==> src/rtl/rect_scan_if.sv <==
`default_nettype none
// ----------------------------------------------------------------------------
// rect_scan_if : request/pixel bundle between draw control and rect_scan_gen
// Rev 1.0
// ----------------------------------------------------------------------------
interface rect_scan_if #(
  parameter int X_W    = 8,
  parameter int Y_W    = 7,
  parameter int ADDR_W = 15
);
  logic              start;
  logic              abort;
  logic              hold;
  logic [X_W-1:0]    xInit;
  logic [Y_W-1:0]    yInit;
  logic [X_W-1:0]    width;
  logic [Y_W-1:0]    height;
  logic [X_W-1:0]    x;
  logic [Y_W-1:0]    y;
  logic [ADDR_W-1:0] addr;
  logic              plot;
  logic              busy;
  logic              done;

  modport master (
    output start, abort, hold, xInit, yInit, width, height,
    input  x, y, addr, plot, busy, done
  );

  modport slave (
    input  start, abort, hold, xInit, yInit, width, height,
    output x, y, addr, plot, busy, done
  );
endinterface
`default_nettype wire

==> src/rtl/rect_scan_gen.sv <==
`default_nettype none
// ----------------------------------------------------------------------------
// rect_scan_gen : row-major rectangle raster scan with clipping, hold, abort
// Rev 1.0
// ----------------------------------------------------------------------------
module rect_scan_gen #(
  parameter int X_W      = 8,
  parameter int Y_W      = 7,
  parameter int SCREEN_W = 160,
  parameter int SCREEN_H = 120,
  parameter int ADDR_W   = 15
) (
  input  wire logic   clk,
  input  wire logic   reset,
  rect_scan_if.slave  bus
);

  typedef enum logic [1:0] {
    IDLE = 2'd0,
    SCAN = 2'd1,
    DONE = 2'd2
  } state_t;

  localparam logic [X_W:0] C_SCREEN_W = SCREEN_W[X_W:0];
  localparam logic [Y_W:0] C_SCREEN_H = SCREEN_H[Y_W:0];

  state_t            r_state;
  logic [X_W-1:0]    r_x_base;
  logic [X_W-1:0]    r_width;
  logic [Y_W-1:0]    r_height;
  logic [X_W-1:0]    r_col;
  logic [Y_W-1:0]    r_row;
  // One extra bit so origin+offset overflow lands off-screen instead of wrapping.
  logic [X_W:0]      r_x_ext;
  logic [Y_W:0]      r_y_ext;
  logic [ADDR_W-1:0] r_addr;
  logic              r_busy;
  logic              r_done;

  logic w_in_screen;
  logic w_last_col;
  logic w_last_row;

  assign w_in_screen = (r_x_ext < C_SCREEN_W) && (r_y_ext < C_SCREEN_H);
  assign w_last_col  = (r_col == r_width - X_W'(1));
  assign w_last_row  = (r_row == r_height - Y_W'(1));

  assign bus.plot = (r_state == SCAN) && !bus.hold && !bus.abort && w_in_screen;
  assign bus.x    = r_x_ext[X_W-1:0];
  assign bus.y    = r_y_ext[Y_W-1:0];
  assign bus.addr = r_addr;
  assign bus.busy = r_busy;
  assign bus.done = r_done;

  always_ff @(posedge clk) begin
    if (!reset) begin
      r_state  <= IDLE;
      r_x_base <= '0;
      r_width  <= '0;
      r_height <= '0;
      r_col    <= '0;
      r_row    <= '0;
      r_x_ext  <= '0;
      r_y_ext  <= '0;
      r_addr   <= '0;
      r_busy   <= 1'b0;
      r_done   <= 1'b0;
    end else begin
      r_done <= 1'b0;
      case (r_state)
        IDLE: begin
          if (bus.start) begin
            r_busy <= 1'b1;
            if ((bus.width != '0) && (bus.height != '0)) begin
              r_x_base <= bus.xInit;
              r_width  <= bus.width;
              r_height <= bus.height;
              r_col    <= '0;
              r_row    <= '0;
              r_addr   <= '0;
              r_x_ext  <= {1'b0, bus.xInit};
              r_y_ext  <= {1'b0, bus.yInit};
              r_state  <= SCAN;
            end else begin
              r_done  <= 1'b1;
              r_state <= DONE;
            end
          end
        end
        SCAN: begin
          if (bus.abort) begin
            r_busy  <= 1'b0;
            r_state <= IDLE;
          end else if (!bus.hold) begin
            if (w_last_col && w_last_row) begin
              r_done  <= 1'b1;
              r_state <= DONE;
            end else begin
              // addr steps on clipped pixels too, keeping sprite data aligned.
              r_addr <= r_addr + ADDR_W'(1);
              if (!w_last_col) begin
                r_col   <= r_col + X_W'(1);
                r_x_ext <= r_x_ext + (X_W+1)'(1);
              end else begin
                r_col   <= '0;
                r_x_ext <= {1'b0, r_x_base};
                r_row   <= r_row + Y_W'(1);
                r_y_ext <= r_y_ext + (Y_W+1)'(1);
              end
            end
          end
        end
        DONE: begin
          r_busy  <= 1'b0;
          r_state <= IDLE;
        end
        default: begin
          r_busy  <= 1'b0;
          r_state <= IDLE;
        end
      endcase
    end
  end

endmodule
`default_nettype wire

==> src/flat_wrapper.sv <==
// flat-port wrapper written by rule: the top's interface ports become plain ports
module rect_scan_gen_flat 
#(
  parameter int X_W      = 8,
  parameter int Y_W      = 7,
  parameter int SCREEN_W = 160,
  parameter int SCREEN_H = 120,
  parameter int ADDR_W   = 15
)
  (clk, reset, bus_start, bus_abort, bus_hold, bus_xInit, bus_yInit, bus_width, bus_height, bus_x, bus_y, bus_addr, bus_plot, bus_busy, bus_done);
  rect_scan_if #(.X_W(X_W), .Y_W(Y_W), .ADDR_W(ADDR_W)) bus_i ();
  input  wire logic clk;
  input  wire logic reset;
  input wire logic [$bits(bus_i.start)-1:0] bus_start;
  input wire logic [$bits(bus_i.abort)-1:0] bus_abort;
  input wire logic [$bits(bus_i.hold)-1:0] bus_hold;
  input wire logic [$bits(bus_i.xInit)-1:0] bus_xInit;
  input wire logic [$bits(bus_i.yInit)-1:0] bus_yInit;
  input wire logic [$bits(bus_i.width)-1:0] bus_width;
  input wire logic [$bits(bus_i.height)-1:0] bus_height;
  output wire logic [$bits(bus_i.x)-1:0] bus_x;
  output wire logic [$bits(bus_i.y)-1:0] bus_y;
  output wire logic [$bits(bus_i.addr)-1:0] bus_addr;
  output wire logic [$bits(bus_i.plot)-1:0] bus_plot;
  output wire logic [$bits(bus_i.busy)-1:0] bus_busy;
  output wire logic [$bits(bus_i.done)-1:0] bus_done;
  assign bus_i.start = bus_start;
  assign bus_i.abort = bus_abort;
  assign bus_i.hold = bus_hold;
  assign bus_i.xInit = bus_xInit;
  assign bus_i.yInit = bus_yInit;
  assign bus_i.width = bus_width;
  assign bus_i.height = bus_height;
  assign bus_x = bus_i.x;
  assign bus_y = bus_i.y;
  assign bus_addr = bus_i.addr;
  assign bus_plot = bus_i.plot;
  assign bus_busy = bus_i.busy;
  assign bus_done = bus_i.done;
  rect_scan_gen #(.X_W(X_W), .Y_W(Y_W), .SCREEN_W(SCREEN_W), .SCREEN_H(SCREEN_H), .ADDR_W(ADDR_W)) u_core (.clk(clk), .reset(reset), .bus(bus_i));
endmodule
==> config.mk <==
export PLATFORM = sky130hd
export DESIGN_NAME = rect_scan_gen_flat
export DESIGN_NICKNAME = d
export VERILOG_FILES = /design/src/rtl/rect_scan_if.sv /design/src/rtl/rect_scan_gen.sv /design/src/flat_wrapper.sv
export SDC_FILE = /design/constraint.sdc
export NUM_CORES = 1
export LEC_CHECK = 0
export CORE_ASPECT_RATIO = 0.9
export CORE_UTILIZATION = 45
export DETAILED_ROUTE_END_ITERATION = 12
export PLACE_DENSITY = 0.7
export REMOVE_ABC_BUFFERS = 1
export SLEW_MARGIN = 20
export SYNTH_ARGS = -nofsm -noshare
export SYNTH_HDL_FRONTEND = slang
export SYNTH_SLANG_ARGS = --single-unit
==> constraint.sdc <==
create_clock -name clk -period 3.15 [get_ports clk]
set_input_delay 0.315 -clock clk [delete_from_list [all_inputs] [get_ports clk]]
set_output_delay 0.315 -clock clk [all_outputs]
set_load 0.01 [all_outputs]
* Yosys cells after proc, flatten, opt, wreduce, memory -nomap -nowiden *
Cells that the tools add are included.

storage, ports and cells
  register bits after elaboration = 74
  input bits = 35
  output and inout port bits = 33
  word-level logic and storage cells = 98

operators by class
  add/sub/neg operators = 7
  magnitude comparators = 2
  equal/unequal tests = 12
  multiplexer cells = 49
  reductions and logical operators = 17

operators with widths
  kind                                                         count
  two-way mux 8 bit                                            12
  two-way mux 15 bit                                           5
  two-way mux 9 bit                                            6
  two-way mux 7 bit                                            6
  case mux 8 bit (2 select lines)                              2
  case mux 15 bit (2 select lines)                             1
  case mux 9 bit (2 select lines)                              1
  adder 8 x 1 -> 8 bit (second input constant)                 2
  adder 15 x 1 -> 15 bit (second input constant)               1
  case mux 7 bit (2 select lines)                              1
  two-way mux 2 bit                                            5
  != test 2 bit (second input constant)                        5
  adder 9 x 1 -> 9 bit (second input constant)                 1
  less-than comparator 9 x 8 -> 1 bit (second input constant)  1
  == test 8 bit                                                1
  less-than comparator 8 x 7 -> 1 bit (second input constant)  1
  nonzero test 8 bit                                           1
  subtractor 8 x 1 -> 8 bit (second input constant)            1
  adder 7 x 1 -> 7 bit (second input constant)                 1
  == test 7 bit                                                1
  two-way mux 1 bit                                            7
  AND reduction 7 bit                                          1
  nonzero test 7 bit                                           1
  subtractor 7 x 1 -> 7 bit (second input constant)            1
  other kinds (12)                                             22

* Logic depth before layout (Yosys ltp) *
  depth after elaboration = 7
  gate-level depth with buffers = 11
  depth with buffers taken out = 9

* Worst setup path after synthesis *
Ideal clock, no wire load.

  path kind = register -> register
  start = register u_core.r_width[0]
  end = register u_core.r_row[6]
  setup time = 72 ps
  arrival time = 2548 ps
  required time = 3078 ps
  path slack = 530 ps
  stages on the path, launching flop included = 10
  buffers on the path = 0
  period minus slack after synthesis = 2620 ps
  cells stage by stage = dfxtp_1 inv_1 ha_1 nor3b_2 xnor2_1 nor3_2 o2111ai_4 o41a_1 or4_1 a21oi_1

on the way
  word-level cells in the longest chain between the ends = 5
  elaborated cells on any way between the ends = 6
  those cells by class = add/sub (1); eq/ne (3); reduce/logical (2)

RTL lines
  element                            RTL line              source
  start: declaration                 rect_scan_gen.sv:29   logic [X_W-1:0] r_width;
  start signal: assignment           rect_scan_gen.sv:76   r_width <= bus.width;
  subtractor 8 x 1 -> 8 bit (*)      rect_scan_gen.sv:45   assign w_last_col = (r_col == r_width - X_W'(1));
  == test 8 bit (*)                  rect_scan_gen.sv:45
  logical AND 1 bit                  rect_scan_gen.sv:95   if (w_last_col && w_last_row) begin
  != test 2 bit (no line)            n/a
  AND reduction 7 bit (no line) (*)  n/a
  end signal: assignment             rect_scan_gen.sv:107  r_row <= r_row + Y_W'(1);
  end: declaration                   rect_scan_gen.sv:32   logic [Y_W-1:0] r_row;

Every way passes the cells marked *; elsewhere a longest branch is shown, timed or not.
A chain may end at the register's enable or synchronous reset.

* Worst setup path in the final report *
Same ends and word-level chain as after synthesis.

==> results.md <==
* Outcome: finished, final reports clean
* Via density at 5.88
* Wirelength per Cell at about 16 µm
* Place WS at just under 0.3 ns
* CP Max Fanout at 9
* CTS root buf: clkbuf_8
* FFs w/ async S/R, synth at 0%
* Commonest cells post-synth: 74 x dfxtp_1, 41 x a21oi_1, 41 x nor2_1, 31 x nand2_1, 26 x nand3_1
* Main synth FF type: dfxtp_1
* Synth unique cells at between 60 and 70
* Post-synth top area cell: dfxtp_1
* CTS sink count at 74
* Layout Area Growth over Synthesis at 22.1%
* RSZ-0062 raised after global routing: no
* Setup tns final at 0 ns
* Max Transition Viols Final at 0
* Post-CTS Setup Repair Bufs at 0
* Port bufs at 67
* Detailed Route WL at about 11000 µm
* Pwr Total at about 2.3 mW
* Routability Congestion at ~0.85
* Post-route worst setup slack at around 0.27 ns
* Syn avg cell area at ~8.5 µm²
* Residual DRC at 0
* First-pass GRT wire length at about 18000 µm
* Die Y-Extent at approximately 94 µm
* Drt pass-1 iters at 5
* DRT iter0 DRCs at ~210
* Number of antenna violations at the first check in global routing at 0
* Filler cells at just over 800
* Ant. Diodes at 0
* Syn Inst Count at between 500 and 600
* Vias in the first global route at between 3000 and 4000
* FMAX at between 300 and 400 MHz
* Max Buffers Root-to-Sink at 2
* Die area at between 9000 and 10000 µm²
* CP Data Required Time at 3.43 ns
* DPL Wire Length at 7730 µm
* Hold Violations, Final at 0
* CTS H-tree depth at 3
* Gr ovfl total at 0
* Minimum clock period at 2.88 ns
* Vias at roughly 4000
* Synth Cell Area at between 4000 and 5000 µm²
* Worst min path class: reg -> reg
* Placed cell areas at ~5000 µm²
* Max Clock Skew at between 0.009 and 0.01 ns
* CP peak stage delay at about 0.57 ns
* Worst skew pair latency at 0.35 ns
* Final setup vio count at 0
* Die Wd at around 100 µm
* Most area-consuming cells after synthesis: dfxtp_1 35%, mux2i_1 5.7%, a21oi_1 4.8%
* Design Area, Final at 5170 µm²
* Slowest CP cell: o41a_1
* Startpoint types: flop
* Crit. End Element: flop
* NumNets Final at a little under 600
* WS Path Type: reg -> reg
* Worst-Margin Slew at ~0.93 ns
* TritonCTS clock tree: yes
* Critical Path AT at roughly 3.2 ns
* Max cap viols at 0
* Largest net degree at the start of global routing at 39
* Final design utilization at between 50% and 60%
* I/O pin cnt at approximately 70
* GR Util All Layers at between 20% and 30%
* ANT nets after route at 0
* Crit share post-route at ~91%
* EDFF count, synth at 0
* Top-area cell type share of the netlist area at a little over a third
* Count leader, synth: dfxtp_1
* # rows at 33
* Power Density at around 450 nW/µm²
* Clock buffer count from CTS at 9
* Worst-path clk slew at ~0.080 ns
* Max IR drop VDD at approximately 220 µV
* Leakage at between 1.5 and 2 nW
* Sequential share of the synthesized area at a little over a third
* Slew margin rel. at between 30% and 40%
* Crit-path cells: inv_1 > ha_1 > nor3b_2 > xnor2_1 > nor3_2 > o2111ai_4 > o41a_1 > or4_1 > a21oi_1
* Synthesis-stage register bit count at 74
* Core area at 9130 µm²
* Initial Util at 46.4%
* Synth warn at 0
* Share of cells above drive strength 1 at under 10%
per-stage QoR:
stage,hold WS [ns],cells
finish,0.478,676
global route,0.515,676
CTS,0.485,676
detailed placement,0.473,660
global placement,0.465,660
floorplan,0.439,458
flip-flops by register name (all words and copies together), names as in the netlist:
signal / flops
u_core.r_x_base: 8
u_core.bus.busy: 1
u_core.r_state: 2
u_core.bus.done: 1
u_core.r_y_ext: 8
u_core.r_width: 8
u_core.r_x_ext: 9
u_core.r_height: 7
u_core.r_row: 7
u_core.r_col: 8
u_core.bus.addr: 15
worst max-delay path, delay by kind of cell (launching register included):
family	cells	cell delay (ns)
xor gates and xnor gates	1	0.15
DFF	1	0.43
buffers and inverters	1	0.07
AOI/OAI and AO/OA	3	0.87
and+or+nand+nor	3	1.02
adders and majority gates	1	0.27
timing repair:
action                                 in CTS  in global routing
hold buffers                                0                  0
gates resized for setup                     0                  1
endpoints found under the hold margin       0                  0
setup endpoints to repair                   0                  1
routing by layer:
layer  GRT usage [%]  share of wire, %
met1            29.8                48
met2            37.7                46
met3            5.13               4.5
met4            7.02               1.4
met5               0                 0
report_power, final:
| part | total [mW] | switching (mW) | internal [mW] |
|---|---|---|---|
| Sequential | 1.03 | 0.0538 | 0.975 |
| Clock | 0.872 | 0.362 | 0.510 |
| Combinational | 0.404 | 0.215 | 0.189 |
| Total | 2.30 | 0.631 | 1.67 |
placed cells by master (no fill, tap or decap), types with 2 or more instances in the layout:
| master | synthesis | routed |
|---|---|---|
| and4_1 | 3 | 3 |
| o21ai_0 | 9 | 9 |
| a211oi_1 | 13 | 12 |
| a31oi_1 | 9 | 9 |
| or3_1 | 10 | 10 |
| nor3_2 | 3 | 3 |
| inv_1 | 9 | 9 |
| o21ai_1 | 11 | 11 |
| xor2_1 | 9 | 9 |
| nand2_1 | 31 | 31 |
| nor2_1 | 41 | 41 |
| o211ai_1 | 14 | 14 |
| a41oi_1 | 3 | 3 |
| ha_1 | 7 | 7 |
| and2_1 | 2 | 2 |
| xnor2_1 | 14 | 14 |
| nand4_1 | 11 | 11 |
| or4_1 | 16 | 16 |
| nor3_1 | 9 | 9 |
| a211oi_2 | 1 | 2 |
| clkbuf_8 | 0 | 12 |
| nor4_1 | 4 | 4 |
| nand2b_1 | 7 | 7 |
| nand3_1 | 26 | 26 |
| mux2i_1 | 24 | 24 |
| dfxtp_1 | 74 | 74 |
| nand3b_1 | 2 | 2 |
| bufinv_16 | 0 | 2 |
| a221oi_1 | 2 | 2 |
| a21oi_1 | 41 | 41 |
| a21o_1 | 2 | 2 |
| o31ai_1 | 16 | 16 |
| nor2b_1 | 2 | 2 |
| buf_4 | 16 | 12 |
| and3_1 | 9 | 9 |
| clkdlybuf4s50_1 | 0 | 67 |
path summary, 6_finish.rpt:
kind / start / endpoint / slack (ns) / cells past startpoint
max: u_core.r_width[0]$_SDFFE_PN0P_ / u_core.r_row[6]$_SDFFE_PN0P_ / 0.27 / 9
min: u_core.bus.addr[14]$_SDFFE_PN0P_ / u_core.bus.addr[14]$_SDFFE_PN0P_ / 0.48 / 2
max reg2reg: u_core.r_width[0]$_SDFFE_PN0P_ / u_core.r_row[6]$_SDFFE_PN0P_ / 0.27 / 9
min reg2reg: u_core.bus.addr[14]$_SDFFE_PN0P_ / u_core.bus.addr[14]$_SDFFE_PN0P_ / 0.48 / 2
kinds of logic (layout without fill, tap and decap cells):
| kind of cell | count (synthesis) | count (layout) | synth area share [%] |
|---|---|---|---|
| DFF | 74 | 74 | 35.0 |
| muxes | 24 | 24 | 5.67 |
| xor gates and xnor gates | 24 | 24 | 5.29 |
| adders and majority gates | 7 | 7 | 2.07 |
| and+or+nand+nor | 183 | 183 | 23.4 |
| AOI/OAI and AO/OA | 136 | 136 | 22.1 |
| buffers and inverters | 53 | 106 | 6.53 |
cell type report:
cell class                      instances  area (µm²)  area share [%]
Timing Repair Buffer                   80         781            15.1
Multi-Input combinational cell        374        2480            48.0
Inverter                               10        37.5           0.726
Clock buffer                           12         165            3.19
Sequential cell                        74        1480            28.6
Tap cell                              122         153            2.95
Clock inverter                          4        72.6            1.40
Power figures use the tool's default switching activity.
==> edit (same settings) <==
`Y_W` is set to 7 in 3 places; all go to 9.
--- a/src/rtl/rect_scan_if.sv
+++ b/src/rtl/rect_scan_if.sv
@@ -7,3 +7,3 @@
   parameter int X_W    = 8,
-  parameter int Y_W    = 7,
+  parameter int Y_W    = 9,
   parameter int ADDR_W = 15
--- a/src/rtl/rect_scan_gen.sv
+++ b/src/rtl/rect_scan_gen.sv
@@ -7,3 +7,3 @@
   parameter int X_W      = 8,
-  parameter int Y_W      = 7,
+  parameter int Y_W      = 9,
   parameter int SCREEN_W = 160,
--- a/src/flat_wrapper.sv
+++ b/src/flat_wrapper.sv
@@ -4,3 +4,3 @@
   parameter int X_W      = 8,
-  parameter int Y_W      = 7,
+  parameter int Y_W      = 9,
   parameter int SCREEN_W = 160,
Ports: changed (resized bus_height, bus_y and bus_yInit); port bits go from 68 to 74. The function was not compared with the original's and may differ.
==> edit against the original RTL <==
Worst setup slack worse by 0.16 ns. Clock power is 9.3% lower. Power up 1.7%. Design area up 8.0%. Non-clock buffer count grew 10. Area after synthesis grew 7.0%. Critical path depth stayed put. First-iteration DRC count decreased by 9.6%. Routed wire length rose by 8.3%. Synthesized cell count is 10% higher. Hold slack better by 0.0073 ns. Sequential cell count grew 6. Maximum frequency down 5.3%. Critical path type unchanged. Critical endpoint is now u_core.r_x_ext[5].
==> edit: results (changes against the original RTL) <==
Synthesis
  – Syn Area/Cell: 8.21 sq um (was 8.46 sq um)
  – Most frequent cells after synthesis: dfxtp_1, nand2_1, nor2_1 (was dfxtp_1, a21oi_1, nor2_1)
  – Mux contribution to synthesized area: 7.20% (was 5.67%)
  – FF+latch count, synth: 80 (was 74)
  – Top post-synthesis cells by area: dfxtp_1, mux2i_1, a21oi_1 (unchanged)
  – Register area share after synthesis: 35.3% (was 35.0%)
  – Synth Area in Adders: 1.93% (was 2.07%)
  – Synth cell types: 60 (was 61)
  – Post-synthesis compound-gate area fraction: 19.4% (was 22.1%)
  – Synth Area in XOR/XNOR: 4.64% (was 5.29%)

Place
  – I/O Buffers: 73 (was 67)
  – Detail Placement HPWL: 8.34 mm (was 7.73 mm)
  – GPL Wtd Cong: 0.864 (was 0.850)
  – Cell total after placement: 725 (was 660)
  – DP Worst Slack: 0.0769 ns (was 0.290 ns)
  – DP Area: 5330 sq um (was 4930 sq um)

Routing
  – Total wire length after detailed routing: 11.9 mm (was 10.9 mm)
  – Routed met3 length: 507 um (was 492 um)
  – Met1 Wirelength: 5.45 mm (was 5.22 mm)
  – Number of DRC markers in iteration 0: 189 (was 209)
  – Met2 wire len: 5.69 mm (was 5.07 mm)
  – Vias/cell: 5.83 (was 5.88)
  – Vias: 4335 (was 3974)

Layout
  – # diodes: 0 (unchanged)
  – Multi-input gate share of total cell area: 48.1% (was 48.0%)
  – Fraction of layout cells with a size suffix above 1: 8.75% (was 7.40%)
  – Non-clock buffering overhead: 16.1% (was 15.1%)
  – Register area: 1600 sq um (was 1480 sq um)
  – Multi-In Gates: 421 (was 374)
  – # fillers: 915 (was 823)
  – Buffers excl. clock: 90 (was 80)
  – Clk tree area frac: 3.56% (was 4.59%)

Pwr
  – Comb pwr: 0.000445 W (was 0.000404 W)
  – Peak VDD IR: 0.247 mV (was 0.220 mV)
  – P_leak: 2.04 nW (was 1.86 nW)
  – Switching power total: 0.000664 W (was 0.000631 W)
  – Total power: 0.00235 W (was 0.00230 W)
  – Seq pwr: 0.00111 W (was 0.00103 W)

STA
  – Worst-Margin Slew: 0.732 ns (was 0.933 ns)
  – Final hold vios: 0 (unchanged)
  – Setup ws final: 0.113 ns (was 0.272 ns)
  – Worst Clk Skew: 0.00933 ns (was 0.00939 ns)

Global routing
  – First-pass GRT wire length: 19.4 mm (was 18.3 mm)
  – Met1 track demand over resource: 30.0% (was 29.8%)
  – GR Util met3: 4.63% (was 5.13%)
  – Vias in the first global route: 4047 (was 3803)
  – Largest net degree at the start of global routing: 44 (was 39)
  – Met2 Track Usage GR: 38.2% (was 37.7%)

Critical path
  – Worst path arrival time: 3.31 ns (was 3.16 ns)
  – Critical-path maximum fanout: 22 (was 9)

Status
  – Status: finished, final reports clean (unchanged)

CTS
  – Clk_lat worst skew: 0.37 ns (was 0.35 ns)

Die
  – Rows: 34 (was 33)
-- edit: critical path, cell delays in order (launching register included) --
cell	delay, ns
dfxtp_1	0.38
or4_4	0.58
o21a_1	0.19
o311ai_1	0.26
a21oi_1	0.14
or3_4	0.52
o31ai_4	0.36
buf_12	0.21
a31oi_1	0.06
a221oi_1	0.26
-- edit: how the worst min path moves through the flow --
stage	from	to	slack (ns)	cells past startpoint
after global routing	u_core.bus.addr[14]	u_core.bus.addr[14]	0.52	2
after CTS	u_core.bus.addr[14]	u_core.bus.addr[14]	0.49	2
after floorplan	bus_xInit[2]	u_core.r_x_ext[2]	0.45	2
after global placement	u_core.r_y_ext[9]	u_core.r_y_ext[9]	0.46	2
final	u_core.bus.addr[14]	u_core.bus.addr[14]	0.49	2
after detailed placement	u_core.bus.addr[14]	u_core.bus.addr[14]	0.47	2
-- edit: repair_timing --
item,4_1_cts,5_1_grt
buffers inserted,0,1
setup endpoints to repair,0,43
gates resized for setup,0,5
